### config.mk
export PLATFORM = sky130hd
export DESIGN_NAME = ym7101_vram_slot_arb_flat
export DESIGN_NICKNAME = d
export VERILOG_FILES = /design/src/rtl/ym7101_vram_slot_arb_if.sv /design/src/rtl/ym7101_vram_slot_arb.sv /design/src/flat_wrapper.sv
export SDC_FILE = /design/constraint.sdc
export NUM_CORES = 1
export LEC_CHECK = 0
export CAP_MARGIN = 25
export CORE_MARGIN = 1.5
export CORE_UTILIZATION = 44
export DETAILED_ROUTE_END_ITERATION = 12
export PLACE_DENSITY = 0.73
export SETUP_SLACK_MARGIN = 0.02
export SLEW_MARGIN = 10
export SYNTH_ARGS = -nofsm -noshare
export SYNTH_HDL_FRONTEND = slang
export SYNTH_SLANG_ARGS = --single-unit
export TNS_END_PERCENT = 100
### constraint.sdc
create_clock -name MCLK -period 1.8 [get_ports MCLK]
set_clock_uncertainty 0.2 [all_clocks]
set_input_delay 0.45 -clock MCLK [delete_from_list [all_inputs] [get_ports MCLK]]
set_output_delay 0.45 -clock MCLK [all_outputs]
set_load 0.005 [all_outputs]
### src/rtl/ym7101_vram_slot_arb_if.sv
// Request, grant and VRAM strobe bundle between the YM7101 slot arbiter and its requesters.
// The arbiter uses the master side; requesters and the VRAM pins use the slave side.
interface ym7101_vram_slot_arb_if;
    logic       render_req;
    logic       slot_blank;
    logic       fifo_req;
    logic       fifo_we;
    logic       dma_req;
    logic [3:0] gnt;
    logic       ack;
    logic       ras_n;
    logic       cas_n;
    logic       we_n;
    logic [1:0] slot_phase;

    modport master (
        input  render_req,
        input  slot_blank,
        input  fifo_req,
        input  fifo_we,
        input  dma_req,
        output gnt,
        output ack,
        output ras_n,
        output cas_n,
        output we_n,
        output slot_phase
    );

    modport slave (
        output render_req,
        output slot_blank,
        output fifo_req,
        output fifo_we,
        output dma_req,
        input  gnt,
        input  ack,
        input  ras_n,
        input  cas_n,
        input  we_n,
        input  slot_phase
    );
endinterface

### src/rtl/ym7101_vram_slot_arb.sv
// YM7101 VRAM access-slot arbiter: counts clk1/clk2 phase pulses into 4-phase slots,
// grants each slot to refresh, render, CPU FIFO or DMA and sequences RAS/CAS/WE.
module ym7101_vram_slot_arb #(
    parameter int unsigned REFRESH_PERIOD = 16
) (
    input  logic                          MCLK,
    input  logic                          rst,
    input  logic                          clk1,
    input  logic                          clk2,
    ym7101_vram_slot_arb_if.master        bus
);

    typedef enum logic [1:0] {
        PH0 = 2'd0,
        PH1 = 2'd1,
        PH2 = 2'd2,
        PH3 = 2'd3
    } phase_e;

    localparam logic [3:0] GNT_IDLE    = 4'b0000;
    localparam logic [3:0] GNT_DMA     = 4'b0001;
    localparam logic [3:0] GNT_FIFO    = 4'b0010;
    localparam logic [3:0] GNT_RENDER  = 4'b0100;
    localparam logic [3:0] GNT_REFRESH = 4'b1000;
    localparam logic [7:0] REF_LAST    = 8'(REFRESH_PERIOD - 32'd1);

    phase_e     phase_q,     phase_d;
    logic [3:0] gnt_q,       gnt_d;
    logic       ack_q,       ack_d;
    logic       ras_n_q,     ras_n_d;
    logic       cas_n_q,     cas_n_d;
    logic       we_n_q,      we_n_d;
    logic [7:0] ref_cnt_q,   ref_cnt_d;
    logic       ref_due_q,   ref_due_d;
    logic       last_dma_q,  last_dma_d;
    logic       fifo_we_q,   fifo_we_d;

    logic       step_s;
    logic       enter0_s;
    logic       enter1_s;
    logic       enter3_s;
    logic       due_now_s;
    logic [3:0] winner_s;

    // A clk2 in phase 3 is dropped so that every slot starts on a clk1 edge.
    always_comb begin
        step_s = 1'b0;
        if (clk1) begin
            step_s = 1'b1;
        end else if (clk2 && (phase_q != PH3)) begin
            step_s = 1'b1;
        end else begin
            step_s = 1'b0;
        end
        enter0_s = step_s && (phase_q == PH3);
        enter1_s = step_s && (phase_q == PH0);
        enter3_s = step_s && (phase_q == PH2);
    end

    // Phase counter next state.
    always_comb begin
        phase_d = phase_q;
        if (step_s) begin
            case (phase_q)
                PH0:     phase_d = PH1;
                PH1:     phase_d = PH2;
                PH2:     phase_d = PH3;
                PH3:     phase_d = PH0;
                default: phase_d = PH3;
            endcase
        end else begin
            phase_d = phase_q;
        end
    end

    // Refresh timer: the wrap event is visible to the same slot-boundary arbitration,
    // so refresh recurs exactly every REFRESH_PERIOD slots.
    always_comb begin
        ref_cnt_d = ref_cnt_q;
        due_now_s = ref_due_q;
        if (enter0_s) begin
            if (ref_cnt_q >= REF_LAST) begin
                ref_cnt_d = 8'd0;
                due_now_s = 1'b1;
            end else begin
                ref_cnt_d = ref_cnt_q + 8'd1;
                due_now_s = ref_due_q;
            end
        end else begin
            ref_cnt_d = ref_cnt_q;
            due_now_s = ref_due_q;
        end
    end

    // Fixed priority refresh > render > round-robin {fifo, dma}.
    always_comb begin
        winner_s = GNT_IDLE;
        if (due_now_s) begin
            winner_s = GNT_REFRESH;
        end else if (bus.render_req && !bus.slot_blank) begin
            winner_s = GNT_RENDER;
        end else if (bus.fifo_req && bus.dma_req) begin
            winner_s = last_dma_q ? GNT_FIFO : GNT_DMA;
        end else if (bus.fifo_req) begin
            winner_s = GNT_FIFO;
        end else if (bus.dma_req) begin
            winner_s = GNT_DMA;
        end else begin
            winner_s = GNT_IDLE;
        end
    end

    // Grant, strobe and acknowledge sequencing across the four phases of a slot.
    always_comb begin
        gnt_d      = gnt_q;
        ack_d      = 1'b0;
        ras_n_d    = ras_n_q;
        cas_n_d    = cas_n_q;
        we_n_d     = we_n_q;
        last_dma_d = last_dma_q;
        fifo_we_d  = fifo_we_q;
        ref_due_d  = ref_due_q;
        if (enter0_s) begin
            gnt_d     = winner_s;
            ras_n_d   = (winner_s == GNT_IDLE);
            cas_n_d   = 1'b1;
            we_n_d    = 1'b1;
            fifo_we_d = bus.fifo_we;
            ref_due_d = due_now_s && (winner_s != GNT_REFRESH);
            if (winner_s == GNT_FIFO) begin
                last_dma_d = 1'b0;
            end else if (winner_s == GNT_DMA) begin
                last_dma_d = 1'b1;
            end else begin
                last_dma_d = last_dma_q;
            end
        end else if (enter1_s) begin
            // Refresh is RAS-only; render reads, DMA always writes.
            cas_n_d = ~(gnt_q[2] | gnt_q[1] | gnt_q[0]);
            we_n_d  = ~(gnt_q[0] | (gnt_q[1] & fifo_we_q));
        end else if (enter3_s) begin
            ras_n_d = 1'b1;
            cas_n_d = 1'b1;
            we_n_d  = 1'b1;
            ack_d   = (gnt_q != GNT_IDLE);
        end else begin
            gnt_d = gnt_q;
        end
    end

    // State and output registers with synchronous reset.
    always_ff @(posedge MCLK) begin
        if (rst) begin
            phase_q    <= PH3;
            gnt_q      <= GNT_IDLE;
            ack_q      <= 1'b0;
            ras_n_q    <= 1'b1;
            cas_n_q    <= 1'b1;
            we_n_q     <= 1'b1;
            ref_cnt_q  <= 8'd0;
            ref_due_q  <= 1'b0;
            last_dma_q <= 1'b1;
            fifo_we_q  <= 1'b0;
        end else begin
            phase_q    <= phase_d;
            gnt_q      <= gnt_d;
            ack_q      <= ack_d;
            ras_n_q    <= ras_n_d;
            cas_n_q    <= cas_n_d;
            we_n_q     <= we_n_d;
            ref_cnt_q  <= ref_cnt_d;
            ref_due_q  <= ref_due_d;
            last_dma_q <= last_dma_d;
            fifo_we_q  <= fifo_we_d;
        end
    end

    assign bus.gnt        = gnt_q;
    assign bus.ack        = ack_q;
    assign bus.ras_n      = ras_n_q;
    assign bus.cas_n      = cas_n_q;
    assign bus.we_n       = we_n_q;
    assign bus.slot_phase = phase_q;

endmodule

### src/flat_wrapper.sv
// flat-port wrapper written by rule: the top's interface ports become plain ports
module ym7101_vram_slot_arb_flat 
#(
    parameter int unsigned REFRESH_PERIOD = 16
)
  (MCLK, rst, clk1, clk2, bus_render_req, bus_slot_blank, bus_fifo_req, bus_fifo_we, bus_dma_req, bus_gnt, bus_ack, bus_ras_n, bus_cas_n, bus_we_n, bus_slot_phase);
  ym7101_vram_slot_arb_if bus_i ();
  input  logic MCLK;
  input  logic rst;
  input  logic clk1;
  input  logic clk2;
  input wire logic [$bits(bus_i.render_req)-1:0] bus_render_req;
  input wire logic [$bits(bus_i.slot_blank)-1:0] bus_slot_blank;
  input wire logic [$bits(bus_i.fifo_req)-1:0] bus_fifo_req;
  input wire logic [$bits(bus_i.fifo_we)-1:0] bus_fifo_we;
  input wire logic [$bits(bus_i.dma_req)-1:0] bus_dma_req;
  output wire logic [$bits(bus_i.gnt)-1:0] bus_gnt;
  output wire logic [$bits(bus_i.ack)-1:0] bus_ack;
  output wire logic [$bits(bus_i.ras_n)-1:0] bus_ras_n;
  output wire logic [$bits(bus_i.cas_n)-1:0] bus_cas_n;
  output wire logic [$bits(bus_i.we_n)-1:0] bus_we_n;
  output wire logic [$bits(bus_i.slot_phase)-1:0] bus_slot_phase;
  assign bus_i.render_req = bus_render_req;
  assign bus_i.slot_blank = bus_slot_blank;
  assign bus_i.fifo_req = bus_fifo_req;
  assign bus_i.fifo_we = bus_fifo_we;
  assign bus_i.dma_req = bus_dma_req;
  assign bus_gnt = bus_i.gnt;
  assign bus_ack = bus_i.ack;
  assign bus_ras_n = bus_i.ras_n;
  assign bus_cas_n = bus_i.cas_n;
  assign bus_we_n = bus_i.we_n;
  assign bus_slot_phase = bus_i.slot_phase;
  ym7101_vram_slot_arb #(.REFRESH_PERIOD(REFRESH_PERIOD)) u_core (.MCLK(MCLK), .rst(rst), .clk1(clk1), .clk2(clk2), .bus(bus_i));
endmodule
* Word level (Yosys, flattened, before mapping)
Index checks and enable logic that the tools add are counted.
Widths: inputs -> output; s select.
** Word-level totals
- Input bits :: 9
- Flip-flop bits (word level) :: 21
** Cells by class
- Bitwise logic cells :: 7
- Muxes and demuxes :: 19
- Order comparisons :: 1
- Equal/unequal tests :: 8
- Reductions and logical operators :: 18
- Add/subtract/negate cells :: 1
** Operators with widths (count)
- $mux 4 :: 4
- $mux 1 :: 12
- $add 8x1->8 const B :: 1
- $ge 8x4->1 const B :: 1
- $mux 8 :: 1
- $pmux 2 s4 :: 1
- $logic_and 1x1->1 :: 7
- $reduce_bool 2->1 :: 3
- $eq 2x2->1 const B :: 2
- $eq 4x1->1 const B :: 1
- $eq 4x2->1 const B :: 1
- $logic_not 4->1 :: 1
- $ne 4x4->1 const B :: 1
- $reduce_and 2->1 :: 2
- $reduce_bool 4->1 :: 1
- $reduce_or 4->1 :: 1
- $not 1->1 :: 3
- $or 1x1->1 :: 3
- $eq 2x1->1 const B :: 1
- $logic_not 2->1 :: 1
- $mux 2 :: 1
- $ne 2x1->1 const B :: 1
- $ne 2x2->1 const B :: 1
- $reduce_or 2->1 :: 1
- other kinds (2) :: 2

* Longest topological paths before layout
- Depth in word-level cells :: 10
- Mapped depth :: 6
- Depth with buffers taken out :: 6

* Worst setup path before layout
OpenSTA, ideal clock, no wires.
- Path kind :: flip-flop to flip-flop
- From :: reg u_core.ref_cnt_q[4]
- To :: reg u_core.gnt_q[0], in the netlist u_core.bus.gnt[0]
- Period minus slack after synthesis :: 1.736 ns
- Cell stages (with the launch flop) :: 5
- Arrival :: 1.449 ns
- Setup time :: 0.087 ns
- Slack :: 0.064 ns
- Buffers on the path :: 0
- Data required time :: 1.513 ns
- Cell sequence :: dfxtp_1 > or4_4 > nor4_4 > nand2_2 > o31ai_1
** On the way
- Cells in the longest elaborated chain, start to end :: 4
** Ends and longest elaborated chain
- start, declared :: line ym7101_vram_slot_arb.sv:33 : logic [7:0] ref_cnt_q, ref_cnt_d;
- start signal, assigned :: line ym7101_vram_slot_arb.sv:171 : ref_cnt_q <= ref_cnt_d;
- $ge 8x4->1 :: line ym7101_vram_slot_arb.sv:82 : if (ref_cnt_q >= REF_LAST) begin
- $mux 1 :: line ym7101_vram_slot_arb.sv:82
- $mux 1 :: line ym7101_vram_slot_arb.sv:81 : if (enter0_s) begin
- $mux 4 :: line ym7101_vram_slot_arb.sv:98 : if (due_now_s) begin
- end signal, assigned :: line ym7101_vram_slot_arb.sv:166 : gnt_q <= gnt_d;
- end, declared :: line ym7101_vram_slot_arb.sv:28 : logic [3:0] gnt_q, gnt_d;
Every way passes these cells.
A chain may end at the register's enable or synchronous reset.

* Worst setup path after layout
- From :: reg u_core.ref_cnt_q[4]
- To :: reg u_core.ref_cnt_q[1]
** On the way
- Cells in the longest elaborated chain, start to end :: 2
** Ends and longest elaborated chain (line)
- $ge 8x4->1 :: ym7101_vram_slot_arb.sv:82
- $mux 8 :: ym7101_vram_slot_arb.sv:82
Every way passes these cells.

==> summary.txt <==
Worst setup path
  • Kind of end point of the critical path: flop
  • Source of the critical timing path: u_core.ref_cnt_q[4]$_SDFFE_PP0P_
  • Start-to-end type of the worst setup path: flop to flop
  • CP endpoint: u_core.ref_cnt_q[1]$_SDFFE_PP0P_
  • Required time of the worst setup path: 1.85 ns
  • Startpoint of the worst-slack reg-to-reg timing path: u_core.ref_cnt_q[4]$_SDFFE_PP0P_
  • Setup slack, reg-to-reg: 0.03 ns
  • Maximum net fanout on the critical path: 3
  • Arrival time of data at the critical path endpoint: approximately 1.8 ns
  • Worst reg2reg path depth: 5
  • End of the worst register-to-register path: u_core.ref_cnt_q[1]$_SDFFE_PP0P_
  • Crit start category: flop

Logic synthesis
  • Mapped Area: 907 sq um
  • Register area share after synthesis: 46.3%
  • Warnings, synthesis: 0
  • Area fraction of the dominant cell type after synthesis: a little under half
  • Average cell area after synthesis: 9.07 sq um
  • Cells taking the most area after synthesis: dfxtp_1 (46%), ha_1 (6.9%), nand2_1 (5.4%)
  • Synthesized instance count: 100
  • Number of library cell types mapped by synthesis: 30
  • Flops & latches, synth: 21
  • Area leader, netlist: dfxtp_1
  • Net count of the mapped netlist: ~110

Global routing
  • Overall global routing resource usage: 19.4%
  • Initial antenna violation count: 0
  • Maximum number of pins on one net before global-route repair: 13
  • Global-route congestion overflow total: 0
  • Number of global-route vias before repair: 845
  • Wire length of the first global-routing pass: 3550 microns

Clock tree
  • Clock slew seen by the registers of the worst setup and hold paths: ~0.12 ns
  • Cts bufs inserted: 3
  • Hold-fix buffers, CTS: 0
  • Cell at the root of the clock tree: clkbuf_4
  • Depth of the CTS H-tree: 1
  • Longest Clk Path Bufs: 2
  • TritonCTS clock tree: built
  • Latest clock arrival within the worst-skew pair: 0.30 ns
  • Number of sinks handled by clock tree synthesis: 21

Timing
  • Achievable clock frequency: 564 MHz
  • Final Critical Period: roughly 1.8 ns
  • Worst slew margin: about four fifths
  • Final Hold Slack: 0.280 ns
  • Final worst-path cycle share: 98.6%
  • Slew at the pin with the worst max-slew slack: just over 0.3 ns
  • Hold violation count in the final report: 0
  • Number of pins exceeding their max-slew limit in the final report: 0
  • Total Negative Setup Slacks: 0 ns
  • RSZ-0062 raised after global routing: yes
  • Number of failing setup endpoints in the final timing report: 0
  • Worst Slack Setup Final: 0.0254 ns

Pwr
  • Areal power density over the cells: between 700 and 800 nW/um^2
  • Reg power frac: a little over half
  • Net load switching power: 272 uW
  • Comb power frac: 24.1%
  • Clock power frac: a little under a quarter
  • Largest vdd supply drop: roughly 0.00045 V
  • Share of total power consumed by net switching: 28.0%
  • Reported leakage power: 0.000581 uW
  • Int Power: roughly 700 uW

Drt
  • DRC Markers: 0
  • Number of vias per cell: 5.15
  • Final Routed Wirelength: 2110 microns
  • First-pass iteration count of the detailed router: 4
  • Violation count after the first detailed-routing iteration: 16
  • WL/cell: 13.0 microns
  • Remaining antenna violation count after routing: 0
  • Via count: 840

Floorplan
  • Std-Cell Rows: 16
  • I/O pin total: 19
  • Vertical extent of the die: 48.4 microns
  • Initial Util: 46.7%
  • Die outline width: 48.4 microns
  • Area of the die: between 2000 and 2500 sq um
  • Core box area: 1940 sq um

Final layout
  • Antenna fix cells: 0
  • Final-stage net count: ~150
  • Layout area overhead: 40.4%
  • Post-route cell area: 1270 sq um
  • Utilization after layout: 65.6%
  • Share of layout cells above drive strength 1: 27.9%

Place
  • Detail Placement HPWL: 1570 microns
  • Placed cell area: around 1200 sq um
  • Post-place setup slack: -0.343 ns
  • Count of buffers inserted at the top-level ports: 18
  • Weighted congestion at the end of routability-driven global placement: roughly 0.84

Job
  • Number of maximum-capacitance constraint violations: 0

Min path
  • Worst Hold Class: flop to flop

Outcome
  • Run status: complete, no violations
-- registers in the layout, summed over array words and instances (netlist names) --
register and cells:
u_core.last_dma_q 1, u_core.bus.ack 1, u_core.bus.gnt 4, u_core.bus.ras_n 1, u_core.fifo_we_q 1, u_core.ref_cnt_q 8
u_core.bus.cas_n 1, u_core.bus.slot_phase 2, u_core.ref_due_q 1, u_core.bus.we_n 1
-- synthesized netlist by cell type --
cell type and count:
a211oi_1 2, a21o_1 1, a21oi_1 5, a22o_1 1, a22oi_1 1, a311oi_1 2, and2_1 1, and3_1 4
and3_2 1, clkbuf_1 2, dfxtp_1 21, ha_1 5, inv_1 7, mux2i_1 1, nand2_1 13, nand2_2 1
nand2b_1 2, nand4_1 3, nor2_1 10, nor3_1 2, nor3b_1 1, nor4_4 1, o211ai_1 2, o21ai_0 3
o21ba_2 1, o22ai_1 2, o31ai_1 1, o32ai_1 1, or4_4 1, xor2_1 2
-- critical path: stages, from the launching register on --
cell and delay [ns]:
dfxtp_2 0.34, or4_4 0.56, buf_4 0.16, nor3_1 0.25, a22oi_1 0.12, nor2_1 0.10
-- final cells by class --
cell class | instances | area (sq um)
clock inverters | 1 | 5.00
repair buffers | 34 | 292
well taps | 27 | 33.8
fillers | 175 | 668
multi-input cells | 70 | 460
flip-flops and latches | 21 | 434
clock buffers | 3 | 22.5
inverters | 7 | 26.3
-- power groups by stage --
stage	logic [uW]	clock network (uW)	registers [uW]
global placement	212	0	522
detailed placement	217	0	523
CTS	230	229	511
global route	262	253	514
floorplan	108	0	520
finish	233	225	510
-- worst min path at each step --
stage,start,slack (ns),cells past startpoint,to
floorplan,u_core.fifo_we_q$_SDFFE_PP0P_,0.24,2,u_core.fifo_we_q$_SDFFE_PP0P_
global route,u_core.bus.gnt[3]$_SDFFE_PP0P_,0.32,2,u_core.bus.ack$_SDFF_PP0_
global placement,u_core.fifo_we_q$_SDFFE_PP0P_,0.26,2,u_core.fifo_we_q$_SDFFE_PP0P_
finish,u_core.fifo_we_q$_SDFFE_PP0P_,0.28,2,u_core.fifo_we_q$_SDFFE_PP0P_
detailed placement,u_core.fifo_we_q$_SDFFE_PP0P_,0.27,2,u_core.fifo_we_q$_SDFFE_PP0P_
CTS,u_core.fifo_we_q$_SDFFE_PP0P_,0.28,2,u_core.fifo_we_q$_SDFFE_PP0P_
-- metal layers --
layer | up-vias | track usage [%] | wire length, microns
met3 | 4 | 3.09 | 73
met5 | - | 0 | 0
met1 | 397 | 23.1 | 962
met4 | 0 | 8.57 | 31
met2 | 16 | 34.5 | 1050
li1 | 423 | - | -
-- repair_timing --
action	CTS	global route
gates resized for setup	18	5
setup buffers	5	1
pin swaps	1	3
endpoints found under the setup margin	11	6
-- placed cells by master, fill, tap and decap left out, types with 4 or more instances in the layout --
cell / synthesis / final
buf_4: 0 / 16
inv_1: 7 / 7
a21oi_1: 5 / 5
nand2_1: 13 / 13
nor2_1: 10 / 9
and3_1: 4 / 4
dfxtp_1: 21 / 10
clkdlybuf4s50_1: 0 / 8
dfxtp_2: 0 / 11
ha_1: 5 / 5
dlygate4sd2_1: 0 / 9
-- cell families (layout without fill, tap and decap cells) --
logic type	after synthesis	in the layout	synth area share [%]
compound gates	22	22	16.6
xor+xnor	2	2	1.93
fa+ha+maj	5	5	6.90
buf+inv	9	45	3.72
flops	21	21	46.3
mux	1	1	1.10
simple gates	40	40	23.5
-- stage by stage --
step	total power, uW	std cells
2_1_floorplan	628	100
3_3_place_gp	734	153
3_5_place_dp	740	153
4_1_cts	969	162
5_1_grt	1030	163
6_report	969	163
No activity file was read; power rests on OpenSTA's default activity.
